===== src/rtl/bit_serial_subtractor.sv =====
// Bit-serial subtractor: computes a - b LSB first with one full-subtractor cell
// and a registered borrow; operands and results move over valid/ready handshakes.
module bit_serial_subtractor #(
    parameter int WIDTH = 8
) (
    input  logic             clk,
    input  logic             rst,
    input  logic             start_valid,
    output logic             start_ready,
    input  logic [WIDTH-1:0] a,
    input  logic [WIDTH-1:0] b,
    output logic [WIDTH-1:0] diff,
    output logic             borrow_out,
    output logic             overflow,
    output logic             done_valid,
    input  logic             done_ready,
    output logic             busy
);

    localparam int CW = (WIDTH > 1) ? $clog2(WIDTH) : 1;
    localparam logic [CW-1:0] LAST_BIT = CW'(WIDTH - 1);

    typedef enum logic [1:0] {
        IDLE  = 2'd0,
        SHIFT = 2'd1,
        DONE  = 2'd2
    } state_t;

    state_t           state_q, state_d;
    logic [WIDTH-1:0] a_q, a_d;
    logic [WIDTH-1:0] b_q, b_d;
    logic [WIDTH-1:0] diff_q, diff_d;
    logic [CW-1:0]    cnt_q, cnt_d;
    logic             br_q, br_d;
    logic             bout_q, bout_d;
    logic             ovf_q, ovf_d;
    logic             a_msb_q, a_msb_d;
    logic             b_msb_q, b_msb_d;
    logic [1:0]       sub_s;

    // Returns {borrow_next, difference_bit}.
    function automatic logic [1:0] full_sub(input logic ai, input logic bi, input logic bin);
        logic d_bit;
        logic b_next;
        d_bit  = ai ^ bi ^ bin;
        b_next = (~ai & bi) | (~(ai ^ bi) & bin);
        return {b_next, d_bit};
    endfunction

    // Next-state and datapath update for the IDLE/SHIFT/DONE sequencer.
    always_comb begin
        state_d = state_q;
        a_d     = a_q;
        b_d     = b_q;
        diff_d  = diff_q;
        cnt_d   = cnt_q;
        br_d    = br_q;
        bout_d  = bout_q;
        ovf_d   = ovf_q;
        a_msb_d = a_msb_q;
        b_msb_d = b_msb_q;
        sub_s   = full_sub(a_q[0], b_q[0], br_q);

        case (state_q)
            IDLE: begin
                if (start_valid) begin
                    a_d     = a;
                    b_d     = b;
                    a_msb_d = a[WIDTH-1];
                    b_msb_d = b[WIDTH-1];
                    diff_d  = '0;
                    cnt_d   = '0;
                    br_d    = 1'b0;
                    bout_d  = 1'b0;
                    ovf_d   = 1'b0;
                    state_d = SHIFT;
                end else begin
                    state_d = IDLE;
                end
            end
            SHIFT: begin
                // Operands shift right so the active bit is always at index 0;
                // result bits enter at the MSB and end up LSB-aligned.
                a_d    = {1'b0, a_q[WIDTH-1:1]};
                b_d    = {1'b0, b_q[WIDTH-1:1]};
                br_d   = sub_s[1];
                diff_d = {sub_s[0], diff_q[WIDTH-1:1]};
                if (cnt_q == LAST_BIT) begin
                    bout_d  = sub_s[1];
                    ovf_d   = (a_msb_q ^ b_msb_q) & (sub_s[0] ^ a_msb_q);
                    state_d = DONE;
                end else begin
                    cnt_d   = cnt_q + CW'(1);
                    state_d = SHIFT;
                end
            end
            DONE: begin
                if (done_ready) begin
                    state_d = IDLE;
                end else begin
                    state_d = DONE;
                end
            end
            default: begin
                state_d = IDLE;
            end
        endcase
    end

    // State and datapath registers.
    always_ff @(posedge clk or posedge rst) begin
        if (rst) begin
            state_q <= IDLE;
            a_q     <= '0;
            b_q     <= '0;
            diff_q  <= '0;
            cnt_q   <= '0;
            br_q    <= 1'b0;
            bout_q  <= 1'b0;
            ovf_q   <= 1'b0;
            a_msb_q <= 1'b0;
            b_msb_q <= 1'b0;
        end else begin
            state_q <= state_d;
            a_q     <= a_d;
            b_q     <= b_d;
            diff_q  <= diff_d;
            cnt_q   <= cnt_d;
            br_q    <= br_d;
            bout_q  <= bout_d;
            ovf_q   <= ovf_d;
            a_msb_q <= a_msb_d;
            b_msb_q <= b_msb_d;
        end
    end

    assign start_ready = (state_q == IDLE);
    assign done_valid  = (state_q == DONE);
    assign busy        = (state_q != IDLE);
    assign diff        = diff_q;
    assign borrow_out  = bout_q;
    assign overflow    = ovf_q;

endmodule


===== config.mk =====
export PLATFORM = sky130hd
export DESIGN_NAME = bit_serial_subtractor
export DESIGN_NICKNAME = d
export VERILOG_FILES = /design/src/rtl/bit_serial_subtractor.sv
export SDC_FILE = /design/constraint.sdc
export NUM_CORES = 1
export LEC_CHECK = 0
export ABC_AREA = 1
export BUFFER_PORTS_ARGS = -buffer_cell sky130_fd_sc_hd__buf_2
export CORE_MARGIN = 1
export CORE_UTILIZATION = 40
export CTS_BUF_LIST = sky130_fd_sc_hd__clkbuf_8
export DETAILED_ROUTE_END_ITERATION = 12
export GPL_TIMING_DRIVEN = 0
export PLACE_DENSITY_LB_ADDON = 0.2
export SETUP_SLACK_MARGIN = 0.02
export SLEW_MARGIN = 25
export SYNTH_ARGS = -nofsm -noshare
export SYNTH_HDL_FRONTEND = slang
export SYNTH_SLANG_ARGS = --single-unit
export TNS_END_PERCENT = 50

===== constraint.sdc =====
create_clock -name clk -period 1.9 [get_ports clk]
set_clock_uncertainty 0.05 [all_clocks]
set_input_delay 0.19 -clock clk [delete_from_list [all_inputs] [get_ports clk]]
set_output_delay 0.19 -clock clk [all_outputs]
set_load 0.02 [all_outputs]

# Word level (Yosys, flattened, before mapping)
# Cells that the tools add are included.
# totals
reg_bits	34
inputBits	20
out_inout_bits	13
wordCells	53
# classes
addsub	1
eq_ne	6
n_mux	19
bitwise	10
reduce_logical	7
# op_table
cell	n
$pmux 8 s2	3
$mux 8	3
$mux 3	2
$ne 2x2->1 const B	3
$pmux 1 s2	3
$pmux 2 s3	1
$pmux 3 s2	1
$reduce_and 3->1	2
$mux 1	4
$mux 2	2
$reduce_and 2->1	2
$reduce_bool 2->1	2
$xor 1x1->1	4
$add 3x1->3 const B	1
$and 1x1->1	3
$eq 3x3->1 const B	1
$eq 2x1->1 const B	1
$eq 2x2->1 const B	1
$logic_not 2->1	1
$not 1->1	2
$or 1x1->1	1

# Logic depth before layout (Yosys ltp)
# Gate-level depths: netlist of run 1.
# depth
word_depth	6
ltp_mapped	7
depth_no_buf	7

# Worst setup path before layout of run 1
# OpenSTA, ideal clock, no wires.
# synth_timing
path_kind	register -> register
from	reg state_q[0]
to	reg b_q[0]
setup_ps	115
arrival_time_ps	1243
t_required_ps	1735
slack_ps	492
path_stages_with_launch	8
n_path_buf	1
synth_period_minus_slack_ps	1408
path_cell_list	dfrtp_1 nor2_2 nand2_4 nand2_8 inv_6 buf_12 nand2_2 nand2_2
# synth_between
elab_chain_len	3
word_cells_on_any_way	6
cone_classes	eq/ne (2); mux (1); reduce/logical (3)
# synth_rtl
item	line_no	rtl
start: declaration	29	state_t state_q, state_d;
start signal: assignment	124	state_q <= state_d;
$logic_not 2->1 *	-	
net start_ready	9	output logic start_ready,
$ne 2x2->1 (no line) or $reduce_bool 2->1 (tied branches)	-	
$reduce_and 2->1 (no line)	-	
end signal: assignment	115	b_q <= '0;
end signal: assignment	126	b_q <= b_d;
end: declaration	31	logic [WIDTH-1:0] b_q, b_d;
# The timed path passes the listed nets; every way through them passes the cells marked *.
# A chain may end at the register's enable or synchronous reset.

# Worst setup path in the final report of run 1
# layout_timing
from	reg a_q[0]
to	reg ovf_q, in the netlist overflow
# layout_between
elab_chain_len	6
# layout_rtl
item	line_no	rtl
start: declaration	30	logic [WIDTH-1:0] a_q, a_d;
start signal: assignment	114	a_q <= '0;
start signal: assignment	125	a_q <= a_d;
$xor 1x1->1 (2 in series)	45	d_bit = ai ^ bi ^ bin;
$xor 1x1->1	90	ovf_d = (a_msb_q ^ b_msb_q) & (sub_s[0] ^ a_msb_q);
$and 1x1->1	90	
$mux 1	88	if (cnt_q == LAST_BIT) begin
$pmux 1 s2	64	case (state_q)
end signal: assignment	131	ovf_q <= ovf_d;
end: declaration	36	logic ovf_q, ovf_d;
# No other way between the ends. The select of a mux whose other input is x is not followed.

==> qor.csv, run 1 <==
stage,metric,value,unit
run_status,status,finished clean,
routing,drt drc,0,
setup_path,crit path max-delay cell type,fa_1,
setup_path,Worst Setup Path Type,flop to flop,
sta,Final Cycle Share,0.738,
power,sw frac,0.414,
layout,NumNets Final,255,
layout,Storage cell area,851,um^2
logic_synthesis,largest area contributor in the netlist,dfrtp_1,
logic_synthesis,register area share after synthesis,0.505,
clocking,worst-case clock buffer depth,2,
setup_path,Worst Reg2Reg Path Length in Cells,6,
run,Max Cap Viol,0,
global_route,remaining global-route overflow,0,
power,PD cells,1840,nW/um^2
placement,Placed Cells incl. Taps,273,
routing,Total Wirelength,3130,um
logic_synthesis,main area contributors after synthesis,"dfrtp_1 51%, nand2_1 16%, nand2_2 7.4%",
sta,Worst slew margin,0.525,
global_route,largest net degree at the start of global routing,35,
routing,1st-pass router iterations,4,
sta,Slew @ Worst Pin,0.711,ns
setup_path,CP cell instances,inv_1 > fa_1 > nand2_1 > a21oi_1 > nand3_1 > nand2_1,
clocking,CTS root buf,clkbuf_8,
layout,multi-input logic area,673,um^2
clocking,clk slew on worst S/H paths,0.07,ns
setup_path,"critical path fanouts, max",3,
logic_synthesis,Post-Syn Instances,191,
sta,"Slew Viols, Final",0,
logic_synthesis,"flops & latches, synth",34,
logic_synthesis,top-count cell post-synth,nand2_1,
layout,area grow syn2layout,20.5,%
setup_path,CP Launch Type,flop,
routing,Wirelength per Cell,11.2,um
clocking,H-tree depth,2,
power,combinational power share,0.487,
setup_path,Worst Path Required,2.08,ns
placement,placed inst area,1910,um^2
logic_synthesis,Async SR Flop Fraction,1.00,
routing,Antenna Nets Post-Route,0,
layout,# fillers,402,
die,Die ar.,4470,um^2
power,cell internal pwr,2.19,mW
sta,fmax,714,MHz
logic_synthesis,"Cell Area, Synth",1680,um^2
clocking,Worst-Skew Late Latency,0.29,ns
logic_synthesis,top cell type's share of synthesized area,0.505,
placement,Final GP Congestion,0.777,
layout,Antenna diodes,0,
die,row count,23,
die,die span in y,66.9,um
worst_hold_path,Hold Path Class,input pin to flop,
layout,post-route cell area,2030,um^2
power,peak supply drop,0.647,mV
die,Top-Level Pins,33,
sta,Hold Slack,0.0325,ns
sta,Final Setup Violations,0,
global_route,GRT Util Overall,0.162,
die,Die W,66.9,um
routing,Avg Vias per Cell,4.58,
clocking,post-CTS setup buffer count,0,
routing,total number of vias,1287,
layout,share of cells above drive strength 1,0.325,
clocking,number of clock sinks,34,
sta,final setup margin,0.498,ns
logic_synthesis,most frequent cells after synthesis,"72 x nand2_1, 34 x dfrtp_1, 20 x nand2_2",
setup_path,"Top cell by count, worst path",nand2_1,
logic_synthesis,Synth Warn #,0,
logic_synthesis,synthesized area per cell,8.82,um^2
sta,crit path time final,1.40,ns
logic_synthesis,Yosys cell types,24,
clocking,CTS buffer count,5,
setup_path,Reg2Reg Launch Point,a_q[0],
power,P_sw,1.54,mW
placement,IO buf count,32,
clocking,TritonCTS clock tree,built,
sta,final number of hold-violating endpoints,0,
worst_hold_path,hold path cells,2,
worst_hold_path,hold_sp,done_ready,
global_route,vias in the first global route,1168,
logic_synthesis,Post-synth top flop,dfrtp_1,
placement,pre-CTS WS,0.486,ns
power,sequential power share,0.333,
power,clock share of power,0.180,
setup_path,Crit. End Element,flop,
placement,DP Wirelength,2300,um
die,initial core utilization,0.418,
power,total power,3.73,mW
global_route,initial antenna violation count,0,
logic_synthesis,post-synth net total,215,
layout,Layout Cells excl Fill,281,
global_route,first-pass GRT wire length,5220,um
routing,DR iter-0 viols,41,
sta,RSZ-0062 raised after global routing,false,
logic_synthesis,number of flops mapped to enable cells by yosys,0,
die,area of the core,4030,um^2
setup_path,Critical Path Source,a_q[0],
setup_path,CP Data Arrival Time,1.58,ns
power,Leak Pwr,1.12,nW
setup_path,"slowest stage delay, CP",0.59,ns
sta,setup TNS,0,ns
layout,final core utilization,0.504,
[metal layers]
layer	vias up	global-route usage	wire length, um
met1	585	0.209	1510
met2	24	0.251	1450
met5	-	0	0
li1	672	-	-
met3	6	0.0565	134
met4	0	0.0559	46
[critical path, delay by kind of cell, from the launching register on]
kind	cells	cell delay (ns)
DFF	1	0.34
AOI/OAI and AO/OA	1	0.11
and+or+nand+nor	3	0.21
adders and majority gates	1	0.59
buffers and inverters	1	0.06
[cells in the final DEF, fill, tap and decap left out, types with 2 or more instances in the layout]
| cell | count |
|---|---|
| buf_4 | 3 |
| o21ai_0 | 4 |
| o21ai_1 | 3 |
| dfrtp_1 | 34 |
| nand2_1 | 72 |
| buf_6 | 3 |
| inv_2 | 3 |
| ha_1 | 3 |
| nand2_4 | 2 |
| inv_1 | 17 |
| nand3_1 | 7 |
| clkbuf_8 | 6 |
| o22ai_1 | 9 |
| buf_2 | 32 |
| nand2_2 | 20 |
[cell families (layout without fill, tap and decap cells)]
logic type                 count (synthesis)  after routing  synth area share
DFF                                       34             34             0.505
and+or+nand+nor                          105            105             0.293
adders and majority gates                  4              4            0.0342
buffers and inverters                     28             68            0.0951
muxes                                      1              1           0.00594
AOI/OAI and AO/OA                         19             19            0.0661
[what timing repair did]
| item | 4_1_cts | 5_1_grt |
|---|---|---|
| hold buffers | 1 | 0 |
| gates resized for setup | 0 | 0 |
| endpoints found under the hold margin | 1 | 0 |
[power groups by stage]
stage	combinational, mW	sequential, mW	clock (mW)
2_1_floorplan	1.34	1.33	0
3_3_place_gp	1.82	1.24	0
3_5_place_dp	1.84	1.26	0
4_1_cts	1.85	1.25	0.685
5_1_grt	2.05	1.28	0.721
6_report	1.82	1.24	0.671
[layout make-up]
class | count | share of cell area
sequential | 34 | 0.419
multi-input combinational | 129 | 0.332
timing repair buffer | 33 | 0.0838
inverter | 21 | 0.0413
clock buffer | 6 | 0.0407
buffer | 7 | 0.0376
tap | 50 | 0.0308
clock inverter | 1 | 0.0148
[flip-flops by register name, indices dropped and copies added, names as in the netlist]
signal and flops:
cnt_q 3, b_q 8, borrow_out 1, a_msb_q 1
a_q 8, br_q 1, overflow 1, diff 8
b_msb_q 1, state_q 2
[final timing paths]
| path | endpoint | slack [ns] |
|---|---|---|
| worst max register to register | overflow | 0.50 |
| min in group asynchronous | a_q[5] | 0.52 |
| worst max-delay path | overflow | 0.50 |
| worst min-delay path | state_q[1] | 0.03 |
| worst min register to register | b_q[5] | 0.43 |
| max in group asynchronous | b_q[0] | 0.83 |
Note: power is estimated with default switching activity, not from simulation.
==> run 2, diff against run 1 <==
==> constraint.sdc (replaced) <==
create_clock -name clk -period 1.24 [get_ports clk]
set_clock_uncertainty 0.05 [all_clocks]
set_input_delay 0.124 -clock clk [delete_from_list [all_inputs] [get_ports clk]]
set_output_delay 0.124 -clock clk [all_outputs]
set_load 0.02 [all_outputs]
==> qor.csv, run 2 (synthesis results as in run 1) <==
stage,metric,value,unit
sta,final setup margin,-0.194,ns
placement,IO buf count,32,
die,Die ar.,4470,um^2
clocking,number of clock sinks,34,
clocking,TritonCTS clock tree,built,
sta,crit path time final,1.43,ns
routing,DR iter-0 viols,59,
setup_path,"critical path fanouts, max",3,
die,Die W,66.9,um
power,PD cells,2920,nW/um^2
clocking,clk slew on worst S/H paths,0.07,ns
sta,Final Cycle Share,1.16,
setup_path,Crit. End Element,flop,
sta,"Slew Viols, Final",0,
setup_path,Worst Setup Path Type,flop to flop,
global_route,GRT Util Overall,0.196,
routing,Antenna Nets Post-Route,0,
clocking,worst-case clock buffer depth,2,
sta,setup TNS,-2.11,ns
global_route,vias in the first global route,1393,
routing,Wirelength per Cell,12.4,um
sta,Final Setup Violations,33,
clocking,H-tree depth,2,
clocking,CTS buffer count,5,
sta,RSZ-0062 raised after global routing,true,
clocking,CTS root buf,clkbuf_8,
sta,final number of hold-violating endpoints,0,
layout,post-route cell area,2520,um^2
layout,NumNets Final,278,
power,peak supply drop,1.21,mV
routing,drt drc,0,
die,initial core utilization,0.418,
global_route,initial antenna violation count,0,
layout,Antenna diodes,0,
placement,placed inst area,1960,um^2
routing,total number of vias,1414,
power,Leak Pwr,1.37,nW
layout,"leading cell type in the layout, fill and taps excluded",nand2_1,
global_route,first-pass GRT wire length,6380,um
die,die span in y,66.9,um
routing,1st-pass router iterations,4,
placement,DP Wirelength,2300,um
layout,most frequent cells in the layout,"48 x nand2_1, 32 x dfrtp_1, 30 x buf_2",
die,Top-Level Pins,33,
setup_path,CP Data Arrival Time,1.62,ns
run,Max Cap Viol,0,
run_status,violated checks,setup timing,
setup_path,CP Launch Type,flop,
global_route,largest net degree at the start of global routing,35,
global_route,remaining global-route overflow,0,
layout,share of cells above drive strength 1,0.522,
run_status,status,"complete, but fails checks",
worst_hold_path,Hold Path Class,input pin to flop,
die,row count,23,
die,area of the core,4030,um^2
sta,Worst slew margin,0.607,
placement,Final GP Congestion,0.776,
sta,Slew @ Worst Pin,0.589,ns
clocking,Worst-Skew Late Latency,0.29,ns
routing,Avg Vias per Cell,4.64,
setup_path,Worst Path Required,1.42,ns
layout,area grow syn2layout,49.6,%
sta,fmax,697,MHz
routing,Total Wirelength,3790,um
[run 2: layer usage]
metal,wire (um),track usage,vias to the layer above,part of all wire
met4,77,0.0931,0,0.020
met3,129,0.0445,8,0.034
met5,0,0,-,0
li1,-,-,719,-
met1,1740,0.248,662,0.46
met2,1850,0.313,25,0.49
[run 2: metrics by stage]
step | total power, mW | setup WS (ns) | util | hold slack [ns] | instances
4_1_cts | 6.84 | -0.205 | 0.591 | 0.0658 | 303
6_report | 7.35 | -0.194 | 0.625 | 0.0556 | 305
2_1_floorplan | 4.25 | -0.0875 | - | 0.170 | 191
5_1_grt | 7.92 | -0.289 | 0.625 | 0.0794 | 305
3_3_place_gp | 4.85 | -0.320 | 0.486 | 0.265 | 273
3_5_place_dp | 4.92 | -0.204 | 0.486 | 0.236 | 273
[run 2: report_power, final]
part / total (mW) / internal, mW / switching (mW)
Combinational: 4.53 / 2.18 / 2.36
Clock: 0.845 / 0.440 / 0.406
Sequential: 1.97 / 1.61 / 0.365
[run 2: area by class of cell]
cell class	instances	area [um^2]
Fill cell	335	1510
Multi-Input combinational cell	129	870
Sequential cell	34	853
Timing Repair Buffer	56	448
Buffer	7	98.8
Inverter	21	95.1
Clock buffer	6	82.6
Tap cell	50	62.6
Clock inverter	2	8.76
[run 2: path summary, 6_finish.rpt]
check                           slack, ns  cells after the start  startpoint    endpoint
worst min-delay path                 0.06                      3        a[7]     a_msb_q
worst max-delay path                -0.19                      5        br_q    overflow
min in group asynchronous            0.37                      3         rst      a_q[0]
worst min register to register       0.43                      2      b_q[5]      b_q[5]
max in group asynchronous            0.36                      3         rst  state_q[0]
worst max register to register      -0.19                      5        br_q    overflow
[run 2: what timing repair did]
item | in CTS | in global routing
hold buffers | 2 | 0
buffers inserted | 16 | 2
gates cloned | 4 | 0
gates resized for setup | 47 | 29
pin swaps | 29 | 12
endpoints found under the hold margin | 35 | 0
setup endpoints to repair | 28 | 37
[run 2: worst max-delay path, cell delays in order, from the launching register on]
cell	delay, ns
dfrtp_1	0.40
fa_1	0.60
nand2_1	0.08
a21oi_2	0.11
nand3_1	0.08
nand2_1	0.06
==> run 3, diff against run 2 <==
--- a/config.mk
+++ b/config.mk
@@ -5,14 +5,14 @@
 export SDC_FILE = /design/constraint.sdc
 export NUM_CORES = 1
 export LEC_CHECK = 0
-export ABC_AREA = 1
 export BUFFER_PORTS_ARGS = -buffer_cell sky130_fd_sc_hd__buf_2
 export CORE_MARGIN = 1
-export CORE_UTILIZATION = 40
+export CORE_UTILIZATION = 30
 export CTS_BUF_LIST = sky130_fd_sc_hd__clkbuf_8
 export DETAILED_ROUTE_END_ITERATION = 12
 export GPL_TIMING_DRIVEN = 0
 export PLACE_DENSITY_LB_ADDON = 0.2
+export RECOVER_POWER = 100
 export SETUP_SLACK_MARGIN = 0.02
 export SLEW_MARGIN = 25
 export SYNTH_ARGS = -nofsm -noshare
==> qor.csv, run 3 <==
stage,metric,value,unit
setup_path,Worst Setup Path Type,flop to flop,
sta,setup TNS,-3.34,ns
setup_path,Worst Path Buf+Inv,1,
global_route,GRT Util Overall,0.138,
setup_path,"critical path fanouts, max",3,
routing,DR iter-0 viols,41,
global_route,remaining global-route overflow,0,
logic_synthesis,Post-Syn Instances,154,
sta,Final Setup Violations,34,
setup_path,Crit path depth,4,
logic_synthesis,synthesized area per cell,10.6,um^2
layout,Antenna diodes,0,
clocking,Worst-Skew Late Latency,0.28,ns
die,Die W,75.7,um
setup_path,CP top delay family,adder cells,
global_route,initial antenna violation count,0,
layout,post-route cell area,2250,um^2
die,die span in y,75.7,um
die,row count,26,
clocking,worst-case clock buffer depth,2,
die,Die ar.,5740,um^2
placement,Placed Cells incl. Taps,256,
run,Max Cap Viol,0,
setup_path,Worst Path Required,1.36,ns
global_route,first-pass GRT wire length,5780,um
layout,NumNets Final,233,
setup_path,RR Endpoint,overflow,
run_status,violated checks,setup timing,
power,peak supply drop,1.25,mV
logic_synthesis,"flops & latches, synth",34,
clocking,clk slew on worst S/H paths,0.07,ns
power,PD cells,2470,nW/um^2
logic_synthesis,"Cell Area, Synth",1630,um^2
sta,final setup margin,-0.252,ns
placement,IO buf count,32,
logic_synthesis,most frequent cells after synthesis,"36 x nand2_1, 34 x dfrtp_1, 13 x mux2i_1",
clocking,CTS root buf,clkbuf_8,
placement,Final GP Congestion,0.658,
setup_path,Worst Reg2Reg Path Length in Cells,4,
logic_synthesis,number of flops mapped to enable cells by yosys,0,
power,total power,5.54,mW
setup_path,CP Launch Type,flop,
routing,Total Wirelength,3500,um
sta,Worst slew margin,0.524,
global_route,vias in the first global route,1257,
worst_hold_path,Hold Path Class,input pin to flop,
sta,crit path time final,1.49,ns
setup_path,Critical Path Source,a_q[0],
routing,Antenna Nets Post-Route,0,
logic_synthesis,register area share after synthesis,0.521,
sta,Hold Slack,0.0207,ns
routing,total number of vias,1289,
logic_synthesis,largest area contributor in the netlist,dfrtp_1,
global_route,largest net degree at the start of global routing,35,
routing,1st-pass router iterations,4,
logic_synthesis,top cell type's share of synthesized area,0.521,
placement,placed inst area,1900,um^2
layout,final core utilization,0.434,
die,Top-Level Pins,33,
layout,area grow syn2layout,37.7,%
layout,most frequent cells in the layout,"34 x nand2_1, 34 x dfrtp_1, 20 x buf_2",
sta,Final Cycle Share,1.20,
setup_path,CP Data Arrival Time,1.61,ns
sta,final number of hold-violating endpoints,0,
routing,Wirelength per Cell,12.5,um
placement,DP Wirelength,2260,um
sta,Slew @ Worst Pin,0.713,ns
logic_synthesis,Post-synth top flop,dfrtp_1,
setup_path,CP cell instances,inv_2 > fa_2 > o22ai_2 > a31o_2,
power,Leak Pwr,1.01,nW
sta,"Slew Viols, Final",0,
run_status,status,"complete, but fails checks",
layout,share of cells above drive strength 1,0.381,
clocking,CTS buffer count,5,
sta,fmax,670,MHz
setup_path,"slowest stage delay, CP",0.61,ns
logic_synthesis,post-synth net total,178,
die,area of the core,5170,um^2
logic_synthesis,Yosys cell types,31,
routing,Avg Vias per Cell,4.60,
clocking,H-tree depth,2,
logic_synthesis,Async SR Flop Fraction,1.00,
logic_synthesis,Synth Warn #,0,
setup_path,crit path to,overflow,
sta,RSZ-0062 raised after global routing,true,
logic_synthesis,main area contributors after synthesis,"dfrtp_1 52%, nand2_1 8.3%, mux2i_1 8.0%",
placement,pre-CTS WS,-0.315,ns
clocking,number of clock sinks,34,
setup_path,Reg2Reg Setup Slack,-0.25,ns
layout,# fillers,505,
logic_synthesis,top-count cell post-synth,nand2_1,
setup_path,crit path max-delay cell type,fa_2,
routing,drt drc,0,
die,initial core utilization,0.315,
clocking,TritonCTS clock tree,built,
setup_path,Crit. End Element,flop,
setup_path,Reg2Reg Launch Point,a_q[0],
layout,Layout Cells excl Fill,280,
## run 3: cells by family (layout without fill, tap and decap cells)
| kind of cell | Yosys count | after routing | synth area share |
|---|---|---|---|
| buffers and inverters | 16 | 72 | 0.0667 |
| muxes | 16 | 16 | 0.100 |
| AOI/OAI and AO/OA | 36 | 36 | 0.133 |
| and+or+nand+nor | 48 | 48 | 0.143 |
| adders and majority gates | 4 | 4 | 0.0353 |
| DFF | 34 | 34 | 0.521 |
## run 3: what timing repair did
item	4_1_cts	5_1_grt
gates cloned	3	0
endpoints found under the setup margin	35	35
pin swaps	16	6
hold buffers	1	0
resized for setup	34	9
setup buffers	13	0
hold endpoints to repair	34	0
## run 3: metal layers
layer,global-route usage,share of wire
met2,0.218,0.46
met3,0.0317,0.038
met5,0,0
met1,0.184,0.49
met4,0.0556,0.016
## run 3: power breakdown
group / internal (mW) / switching [mW] / leakage (nW) / total (mW)
sequential: 1.53 / 0.277 / 0.441 / 1.81
combinational: 1.47 / 1.41 / 0.523 / 2.88
clock: 0.446 / 0.412 / 0.0472 / 0.858
## run 3: worst min-delay path by stage
stage / start / endpoint / slack [ns] / depth (start not counted)
after floorplan: a[0] / a_q[0] / 0.20 / 2
after global placement: a[0] / a_q[0] / 0.30 / 3
after detailed placement: rst / diff[2] / 0.24 / 2
after CTS: a[0] / a_q[0] / 0.009 / 3
after global routing: a[0] / a_q[0] / 0.02 / 3
final: a[0] / a_q[0] / 0.02 / 3
## run 3: layout make-up
class | count | area [um^2] | area share
flip-flops and latches | 34 | 851 | 0.379
multi-input cells | 104 | 738 | 0.329
repair buffers | 48 | 330 | 0.147
plain buffers | 10 | 123 | 0.0546
well taps | 70 | 87.6 | 0.0390
clock buffers | 6 | 82.6 | 0.0367
inverters | 6 | 22.5 | 0.0100
clock inverters | 2 | 12.5 | 0.00557
## run 3: worst register-to-register path, stage by stage, from the launching register on
cell	delay, ns
dfrtp_1	0.34
inv_2	0.05
fa_2	0.61
o22ai_2	0.09
a31o_2	0.24
